[src/rtl/agc_pkg.sv]
// Shared types and helpers for the dB-domain AGC: FSM state encoding and a saturating clamp.
package agc_pkg;

    typedef enum logic [1:0] {
        ACCUM,
        EVAL,
        REQ,
        SETTLE
    } agc_state_e;

    function automatic int sat_clamp(input int value, input int lo, input int hi);
        if (value < lo) return lo;
        if (value > hi) return hi;
        return value;
    endfunction

endpackage

[src/rtl/peak_window_tracker.sv]
// Running maximum over EVAL_LEN valid samples; done fires combinationally with the last sample.
module peak_window_tracker #(
    parameter int DW       = 12,
    parameter int EVAL_LEN = 1024
) (
    input  logic                 clk,
    input  logic                 rst,
    input  logic signed [DW-1:0] sample,
    input  logic                 valid,
    input  logic                 clear,
    output logic signed [DW-1:0] peak,
    output logic                 done
);

    localparam int CW = (EVAL_LEN > 1) ? $clog2(EVAL_LEN) : 1;
    localparam logic signed [DW-1:0] PEAK_MIN = {1'b1, {(DW-1){1'b0}}};

    logic [CW-1:0]        cnt_reg;
    logic signed [DW-1:0] peak_reg;

    assign done = valid && !clear && (cnt_reg == CW'(EVAL_LEN - 1));
    assign peak = peak_reg;

    // Clear wins over a coincident sample so a disabled or busy window never accumulates.
    always_ff @(posedge clk or negedge rst) begin
        if (!rst) begin
            cnt_reg  <= '0;
            peak_reg <= PEAK_MIN;
        end else if (clear) begin
            cnt_reg  <= '0;
            peak_reg <= PEAK_MIN;
        end else if (valid) begin
            if (sample > peak_reg) peak_reg <= sample;
            cnt_reg <= done ? '0 : cnt_reg + 1'b1;
        end
    end

endmodule

[src/rtl/gain_ctrl_agc.sv]
// Closed-loop AGC: windowed peak vs. hysteresis band, clamped gain requests over valid/ready.
// Optional AGC_PROPORTIONAL_EN: step = clamp(TARGET-peak, +/-MAX_STEP) instead of +/-GAIN_STEP.
module gain_ctrl_agc
    import agc_pkg::*;
#(
    parameter int DW         = 12,
    parameter int GW         = 8,
    parameter int LOW_RANGE  = -30,
    parameter int HIGH_RANGE = -10,
    parameter int TARGET     = -20,
    parameter int GAIN_MIN   = -10,
    parameter int GAIN_MAX   = 40,
    parameter int GAIN_INIT  = 0,
    parameter int GAIN_STEP  = 2,
    parameter int MAX_STEP   = 8,
    parameter int EVAL_LEN   = 1024,
    parameter int SETTLE_CYC = 256
) (
    input  logic                 clk,
    input  logic                 rst,
    input  logic signed [DW-1:0] level_db_i,
    input  logic                 valid_i,
    input  logic                 enable_i,
    input  logic                 set_ready_i,
    output logic signed [GW-1:0] gain_db_o,
    output logic                 set_gain_o,
    output logic                 sat_o
);

    localparam int SW = (SETTLE_CYC > 1) ? $clog2(SETTLE_CYC) : 1;

    if (LOW_RANGE >= HIGH_RANGE) begin : g_bad_range
        $error("gain_ctrl_agc: LOW_RANGE must be below HIGH_RANGE");
    end
    if (GAIN_INIT < GAIN_MIN || GAIN_INIT > GAIN_MAX) begin : g_bad_init
        $error("gain_ctrl_agc: GAIN_INIT outside [GAIN_MIN,GAIN_MAX]");
    end
    if (EVAL_LEN < 1 || SETTLE_CYC < 1) begin : g_bad_len
        $error("gain_ctrl_agc: EVAL_LEN and SETTLE_CYC must be >= 1");
    end
    // Step parameters of both modes are sanity-checked in every build.
    if (GAIN_STEP < 1 || MAX_STEP < 1 || TARGET < LOW_RANGE || TARGET > HIGH_RANGE) begin : g_bad_step
        $error("gain_ctrl_agc: invalid GAIN_STEP/MAX_STEP/TARGET");
    end

    agc_state_e           state_reg, state_next;
    logic signed [GW-1:0] gain_reg, gain_next;
    logic                 set_gain_reg, set_gain_next;
    logic [SW-1:0]        settle_cnt_reg, settle_cnt_next;

    logic signed [DW-1:0] peak;
    logic                 win_done;
    logic                 win_clear;
    logic signed [GW+1:0] delta_hi, delta_lo, delta, sum;
    logic signed [GW-1:0] gain_cand;

    // The window only accumulates in ACCUM with the loop enabled; every other state wipes it.
    assign win_clear = (state_reg != ACCUM) || !enable_i;

    peak_window_tracker #(
        .DW      (DW),
        .EVAL_LEN(EVAL_LEN)
    ) u_tracker (
        .clk   (clk),
        .rst   (rst),
        .sample(level_db_i),
        .valid (valid_i),
        .clear (win_clear),
        .peak  (peak),
        .done  (win_done)
    );

`ifdef AGC_PROPORTIONAL_EN
    localparam logic signed [DW:0] TARGET_W = (DW+1)'(TARGET);
    logic signed [DW:0] err;
    assign err      = TARGET_W - $signed({peak[DW-1], peak});
    assign delta_hi = (GW+2)'(sat_clamp(int'(err), -MAX_STEP, MAX_STEP));
    assign delta_lo = delta_hi;
`else
    assign delta_hi = -$signed((GW+2)'(GAIN_STEP));
    assign delta_lo = (GW+2)'(GAIN_STEP);
`endif

    always_comb begin
        delta = '0;
        if (int'(peak) > HIGH_RANGE)     delta = delta_hi;
        else if (int'(peak) < LOW_RANGE) delta = delta_lo;
    end

    assign sum       = $signed({{2{gain_reg[GW-1]}}, gain_reg}) + delta;
    assign gain_cand = GW'(sat_clamp(int'(sum), GAIN_MIN, GAIN_MAX));

    always_comb begin
        state_next      = state_reg;
        gain_next       = gain_reg;
        set_gain_next   = set_gain_reg;
        settle_cnt_next = settle_cnt_reg;
        case (state_reg)
            ACCUM: begin
                if (win_done) state_next = EVAL;
            end
            EVAL: begin
                // A clamped result equal to the current gain is not worth a register write.
                if (enable_i && (gain_cand != gain_reg)) begin
                    gain_next     = gain_cand;
                    set_gain_next = 1'b1;
                    state_next    = REQ;
                end else begin
                    state_next = ACCUM;
                end
            end
            REQ: begin
                if (set_ready_i) begin
                    set_gain_next   = 1'b0;
                    settle_cnt_next = '0;
                    state_next      = SETTLE;
                end
            end
            SETTLE: begin
                if (settle_cnt_reg == SW'(SETTLE_CYC - 1)) begin
                    settle_cnt_next = '0;
                    state_next      = ACCUM;
                end else begin
                    settle_cnt_next = settle_cnt_reg + 1'b1;
                end
            end
            default: state_next = ACCUM;
        endcase
    end

    always_ff @(posedge clk or negedge rst) begin
        if (!rst) begin
            state_reg      <= ACCUM;
            gain_reg       <= GW'(GAIN_INIT);
            set_gain_reg   <= 1'b0;
            settle_cnt_reg <= '0;
        end else begin
            state_reg      <= state_next;
            gain_reg       <= gain_next;
            set_gain_reg   <= set_gain_next;
            settle_cnt_reg <= settle_cnt_next;
        end
    end

    assign gain_db_o  = gain_reg;
    assign set_gain_o = set_gain_reg;
    assign sat_o      = (gain_reg == GW'(GAIN_MIN)) || (gain_reg == GW'(GAIN_MAX));

endmodule

[config.mk]
export PLATFORM = sky130hd
export DESIGN_NAME = gain_ctrl_agc
export DESIGN_NICKNAME = d
export VERILOG_FILES = /design/src/rtl/agc_pkg.sv /design/src/rtl/peak_window_tracker.sv /design/src/rtl/gain_ctrl_agc.sv
export SDC_FILE = /design/constraint.sdc
export NUM_CORES = 1
export LEC_CHECK = 0
export ABC_AREA = 0
export BUFFER_PORTS_ARGS = -buffer_cell sky130_fd_sc_hd__clkbuf_2
export CORE_UTILIZATION = 60
export CTS_CLUSTER_SIZE = 16
export DETAILED_ROUTE_END_ITERATION = 8
export PLACE_DENSITY = 0.8
export SYNTH_ARGS = -nofsm -noshare
export SYNTH_HDL_FRONTEND = slang
export SYNTH_SLANG_ARGS = --single-unit
[constraint.sdc]
create_clock -name clk -period 4.9 [get_ports clk]
set_input_delay 0.735 -clock clk [delete_from_list [all_inputs] [get_ports clk]]
set_output_delay 0.735 -clock clk [all_outputs]
set_load 0.01 [all_outputs]
==> out/results.ini, run 1 <==
[detailed_routing]
first_iter_violations = 215
num_vias = 2596
drcViolationCount = 0
wl_per_cell_um = 14.57
viasPerCell = 6.037
postRouteWirelength_um = 6267
drt_first_pass_iters = 4
antenna_left = 0

[power_and_ir_drop]
peakVddDrop_mv = 0.2673
power.density_mw_per_mm2 = 532.8
p_leak_nw = 1.488

[clock_network]
clkTransAtPathRegs_ps = 90
cts_tree = yes
cts_htree_levels = 2
cts_buffers = 5
postCtsSetupBuffers = 0
hold_buffers = 0
post_cts_resized = 0
clock_path_buffers = 2
clockRootBuffer = clkbuf_8
clk_latency_ps = 290
cts.sinks = 41

[finish]
fin_util = 0.6855
area_delta_synth_final_pct = 9.684
layout_common_cells = dfrtp_1 (40), nand2_1 (38), o21ai_0 (36)
largest_reg_flops = 12
drive_above_1_share = 0.1598
diodes = 0
layout_commonest_cell = dfrtp_1
fin_nets = 401

[timing]
tightest_slew_ps = 1006
setup-violations-final = 0
max_freq_mhz = 240.1
layout_worst_path_cycle_share = 0.8498
slew_violations = 0
grt_setup_unrepaired = false
relSlewSlack = 0.3291
tns_ps = 0
period_needed_ps = 4164
worst_clock_skew_ps = 7.455
finalHoldViolCount = 0

[floorplanning]
core_mm2 = 0.004755
die_h_um = 72.38
die_w_um = 72.38
core.rowCount = 25
pin_count = 27
start_util = 0.6250
die_area_mm2 = 0.005238

[synth]
syn_nets = 374
synth.distinct_cells = 61
ys_seq_area_frac = 0.3457
synth_warnings = 0
synth_cells = 335
synth-seq-cells = 41
syn-cell-area_mm2 = 0.002972
syn_avg_cell_area_um2 = 8.870
synth_ff_type = dfrtp_1
synth_edf_count = 0
async_reset_ff_frac = 1.000

[global_route]
grt_max_degree = 42
grt_first_pass_wirelength_um = 10830
grt_pass1_vias = 2420
grt_usage = 0.2625
antenna_found_initial = 0
grt_overflow_total = 0

[setup_path]
cp_max_fo = 7
path_class = reg2reg
slowest_delay_ps = 450
crit_family = compound AO/OA/AOI/OAI gates
crit_arrival_ps = 4350
end_kind = register
critPathBufInv = 0
crit_chain = and3_1, o21ai_0, nand4_1, ha_1, fa_1, a211oi_2, o21a_1, nor2_2, mux2i_1, o21ai_0, mux2i_2, o2bb2ai_2, o31ai_4, mux2_4
crit_slowest_cell = fa_1
worstPathRequired_ps = 5080
crit_path_frequent_cell = o21ai_0
crit_path_start_kind = register

[job]
drv_cap = 0

[placement]
io_buffer_count = 26
gp_congestion = 0.9673
dp_hpwl_um = 4720

[worst_hold_path]
hp-class = reg2reg

[run_status]
status = completed

report_power, final:
part / internal, mW / leakage (nW) / total, mW / switching, mW
logic: 0.423 / 0.900 / 0.991 / 0.569
clock network: 0.101 / 0.0445 / 0.227 / 0.126
registers: 0.406 / 0.543 / 0.519 / 0.113
total: 0.930 / 1.49 / 1.74 / 0.807
Yosys cell counts, types with 3 or more instances:
master	number	area (µm²)
xor2_1	3	26.28
clkbuf_1	7	26.28
o21ai_0	36	180.2
nor3_1	7	35.03
o211ai_1	3	22.52
nand2b_1	11	68.82
a21oi_1	10	50.05
a21o_1	3	22.52
nor2b_1	4	25.02
a22o_1	14	122.6
nand2_1	38	142.6
or3_1	3	18.77
o21ai_1	4	20.02
and4_1	4	35.03
ha_1	21	262.8
inv_1	18	67.56
nor2_1	28	105.1
nand4_1	3	18.77
dfrtp_1	40	1001
o31ai_1	3	22.52
mux2_4	4	60.06
and3_1	10	62.56
o21a_1	6	45.04
nand3_1	11	55.05
metrics by stage:
stage / cells / hold slack, ps / total power, mW / worst slack (ps) / instance area, µm²
6_report: 430 / 486.8 / 1.737 / 735.7 / 3259
5_1_grt: 430 / 509.2 / 1.877 / 459.3 / 3259
4_1_cts: 430 / 488.0 / 1.739 / 765.0 / 3259
3_5_place_dp: 422 / 476.2 / 1.505 / 819.0 / 3169
3_3_place_gp: 422 / 473.0 / 1.483 / 948.7 / 3169
2_1_floorplan: 335 / 439.4 / 1.283 / 738.1 / 2972
final cells by class:
class | count | area [µm²]
multi-input combinational | 268 | 1846
fill | 407 | 1495
sequential | 41 | 1027
timing repair buffer | 28 | 145.1
tap | 67 | 83.83
clock buffer | 5 | 68.82
inverter | 18 | 67.56
clock inverter | 3 | 21.27
cell families after synthesis:
| logic type | share of synthesized area |
|---|---|
| buffers and inverters | 0.03326 |
| xor gates and xnor gates | 0.01474 |
| DFF | 0.3457 |
| AOI/OAI and AO/OA | 0.2661 |
| muxes | 0.03158 |
| and+or+nand+nor | 0.2135 |
| adders and majority gates | 0.09516 |
layer usage:
metal	wire, µm	GRT usage	up-vias
li1	-	-	1294
met1	2924	0.3570	1246
met2	3069	0.4434	50
met3	210	0.04306	6
met4	63	0.05447	0
met5	0	0	-
path summary, 6_finish.rpt:
kind,startpoint,end,slack [ps],cells past startpoint
max,u_tracker.peak[0],gain_db_o[6],740,14
min,settle_cnt_reg[7],settle_cnt_reg[7],490,1
max reg2reg,u_tracker.peak[0],gain_db_o[6],740,14
min reg2reg,settle_cnt_reg[7],settle_cnt_reg[7],490,1
max in group asynchronous,rst,u_tracker.peak[4],3680,1
min in group asynchronous,rst,settle_cnt_reg[3],600,1
(Power assumes the default switching activity.)
==> run 2, diff against run 1 <==
- clock period: 4.9 -> 4.4 ns (I/O delays scaled with it)
==> run 2 against run 1 <==
Compared with the run above:
- final cell count increased by 0.70%
- clock-buffer cell count unchanged
- fmax decreased by 1.7%
- clock skew increased by 2.0 ps
- critical endpoint is now gain_db_o[5]
- first-iteration DRC count increased by 2.3%
- hold slack improved by 8.0 ps
- worst setup slack got worse by 570 ps
- critical path depth increased by 1
- sequential share of layout area decreased by 0.25 points
- final area increased by 0.81%
- power increased by 13%
- sequential cell count unchanged
==> out/results.ini, run 2 (synthesis results as in run 1) <==
[timing]
whs_ps = 494.8  ; +7.965 ps
period_needed_ps = 4238  ; +73.75 ps
slew_violations = 0  ; unchanged
tightest_slew_ps = 990.1  ; -16.27 ps
setup-violations-final = 0  ; unchanged
finalHoldViolCount = 0  ; unchanged
tns_ps = 0  ; unchanged
worst_clock_skew_ps = 9.451  ; +1.996 ps
relSlewSlack = 0.3400  ; +0.01084
max_freq_mhz = 236.0  ; -1.7%
layout_worst_path_cycle_share = 0.9632  ; +0.1133

[floorplanning]
pin_count = 27  ; unchanged
start_util = 0.6250  ; unchanged
die_h_um = 72.38  ; unchanged
die_w_um = 72.38  ; unchanged
core_mm2 = 0.004755  ; unchanged
die_area_mm2 = 0.005238  ; unchanged
core.rowCount = 25  ; unchanged

[power_and_ir_drop]
peakVddDrop_mv = 0.2359  ; -12%
power_mw = 1.963  ; +13%
power.density_mw_per_mm2 = 597.3  ; +12%
p_leak_nw = 1.505  ; +1.2%

[clock_network]
clock_path_buffers = 2  ; unchanged
clockRootBuffer = clkbuf_8
cts.sinks = 41  ; unchanged
clkTransAtPathRegs_ps = 90  ; about the same
cts_tree = yes
clk_latency_ps = 290  ; about the same
cts_htree_levels = 2  ; unchanged
cts_buffers = 5  ; unchanged

[detailed_routing]
wl_per_cell_um = 14.83  ; +1.8%
drcViolationCount = 0  ; unchanged
postRouteWirelength_um = 6422  ; +2.5%
first_iter_violations = 220  ; +2.3%
viasPerCell = 5.938  ; -1.6%
drt_first_pass_iters = 4  ; unchanged
num_vias = 2571  ; -0.96%
antenna_left = 0  ; unchanged

[global_route]
busiest_layer = met2
antenna_found_initial = 0  ; unchanged
grt_max_degree = 42  ; unchanged
grt_first_pass_wirelength_um = 10540  ; -2.6%
grt.met3_usage = 0.05139  ; +0.008333
grt_usage = 0.2612  ; -0.001270
grt_overflow_total = 0  ; unchanged
grt_pass1_vias = 2368  ; -2.1%
grt_util_met2 = 0.4330  ; -0.01038
grtUsageMet1 = 0.3423  ; -0.01466

[setup_path]
path_class = reg2reg
end_kind = register
crit_family = compound AO/OA/AOI/OAI gates
crit_path_start_kind = register
worstPathRequired_ps = 4580  ; -500 ps
slowest_delay_ps = 460  ; about the same
crit_slowest_cell = fa_1
cp_max_fo = 6  ; -1
crit_arrival_ps = 4420  ; +70 ps
crit_chain = and3_1, o21ai_0, nand4_1, ha_1, fa_1, a211oi_2, o21a_1, nor2_2, mux2i_1, o21ai_0, mux2i_2, o2bb2ai_2, o31ai_4, buf_4, mux2_4
crit_path_frequent_cell = o21ai_0
critPathBufInv = 1  ; +1
r2r_slack_ps = 160  ; -570 ps

[finish]
layout_commonest_cell = dfrtp_1
n_fill_cell = 413  ; +1.5%
largest_reg_flops = 12  ; unchanged
fin_nets = 404  ; +0.75%
fin_util = 0.6911  ; +0.005527
layout_common_cells = dfrtp_1 (40), nand2_1 (38), o21ai_0 (36)
area_delta_synth_final_pct = 10.57
drive_above_1_share = 0.1694  ; +0.009619
diodes = 0  ; unchanged

[placement]
dp_hpwl_um = 4871  ; +3.2%
gp_congestion = 0.8912  ; -7.9%
io_buffer_count = 26  ; unchanged

[job]
drv_cap = 0  ; unchanged

[worst_hold_path]
hp-class = reg2reg

[run_status]
status = completed

==> run 2: worst paths after layout <==
kind                                           to              start  cells after the start
worst max-delay path                 gain_db_o[5]  u_tracker.peak[0]                     15
worst min-delay path            settle_cnt_reg[7]  settle_cnt_reg[7]                      1
worst max register to register       gain_db_o[5]  u_tracker.peak[0]                     15
worst min register to register  settle_cnt_reg[7]  settle_cnt_reg[7]                      1
max in group asynchronous       u_tracker.peak[9]                rst                      1
min in group asynchronous       settle_cnt_reg[4]                rst                      1
==> run 2: per-layer routing <==
metal,up-vias,part of all wire
met2,52,0.50
met3,4,0.037
li1,1293,-
met5,-,0
met1,1222,0.46
met4,0,0.0083
==> run 2: layout make-up <==
type | count | area (µm²) | share of cell area
multi-input combinational | 268 | 1848 | 0.5625
timing repair buffer | 31 | 167.7 | 0.05103
clock buffer | 5 | 68.82 | 0.02094
clock inverter | 3 | 22.52 | 0.006855
tap | 67 | 83.83 | 0.02551
sequential | 41 | 1027 | 0.3126
inverter | 18 | 67.56 | 0.02056
==> run 2: stage by stage <==
step / worst slack [ps] / std cells / instance area, µm²
after floorplan: 238.1 / 335 / 2972
after global placement: 381.9 / 423 / 3177
after detailed placement: 219.4 / 423 / 3177
after CTS: 203.3 / 431 / 3268
after global routing: -6.352 / 433 / 3286
final: 162.0 / 433 / 3286
==> run 2: worst register-to-register path: stages, from the launching register on <==
cell and delay (ps):
dfrtp_1 400, and3_1 180, o21ai_0 290, nand4_1 160
ha_1 260, fa_1 460, a211oi_2 390, o21a_1 240
nor2_2 60, mux2i_1 190, o21ai_0 390, mux2i_2 290
o2bb2ai_2 90, o31ai_4 230, buf_4 190, mux2_4 300
==> run 2: report_power, final <==
part | switching, mW | internal, mW
Clock | 0.138 | 0.113
Combinational | 0.666 | 0.483
Sequential | 0.110 | 0.452
==> run 2: timing repair <==
item                       4_1_cts  5_1_grt
buffers inserted                 0        2
setup endpoints to repair        0        4
gates resized for setup          0        1
hold buffers                     0        0
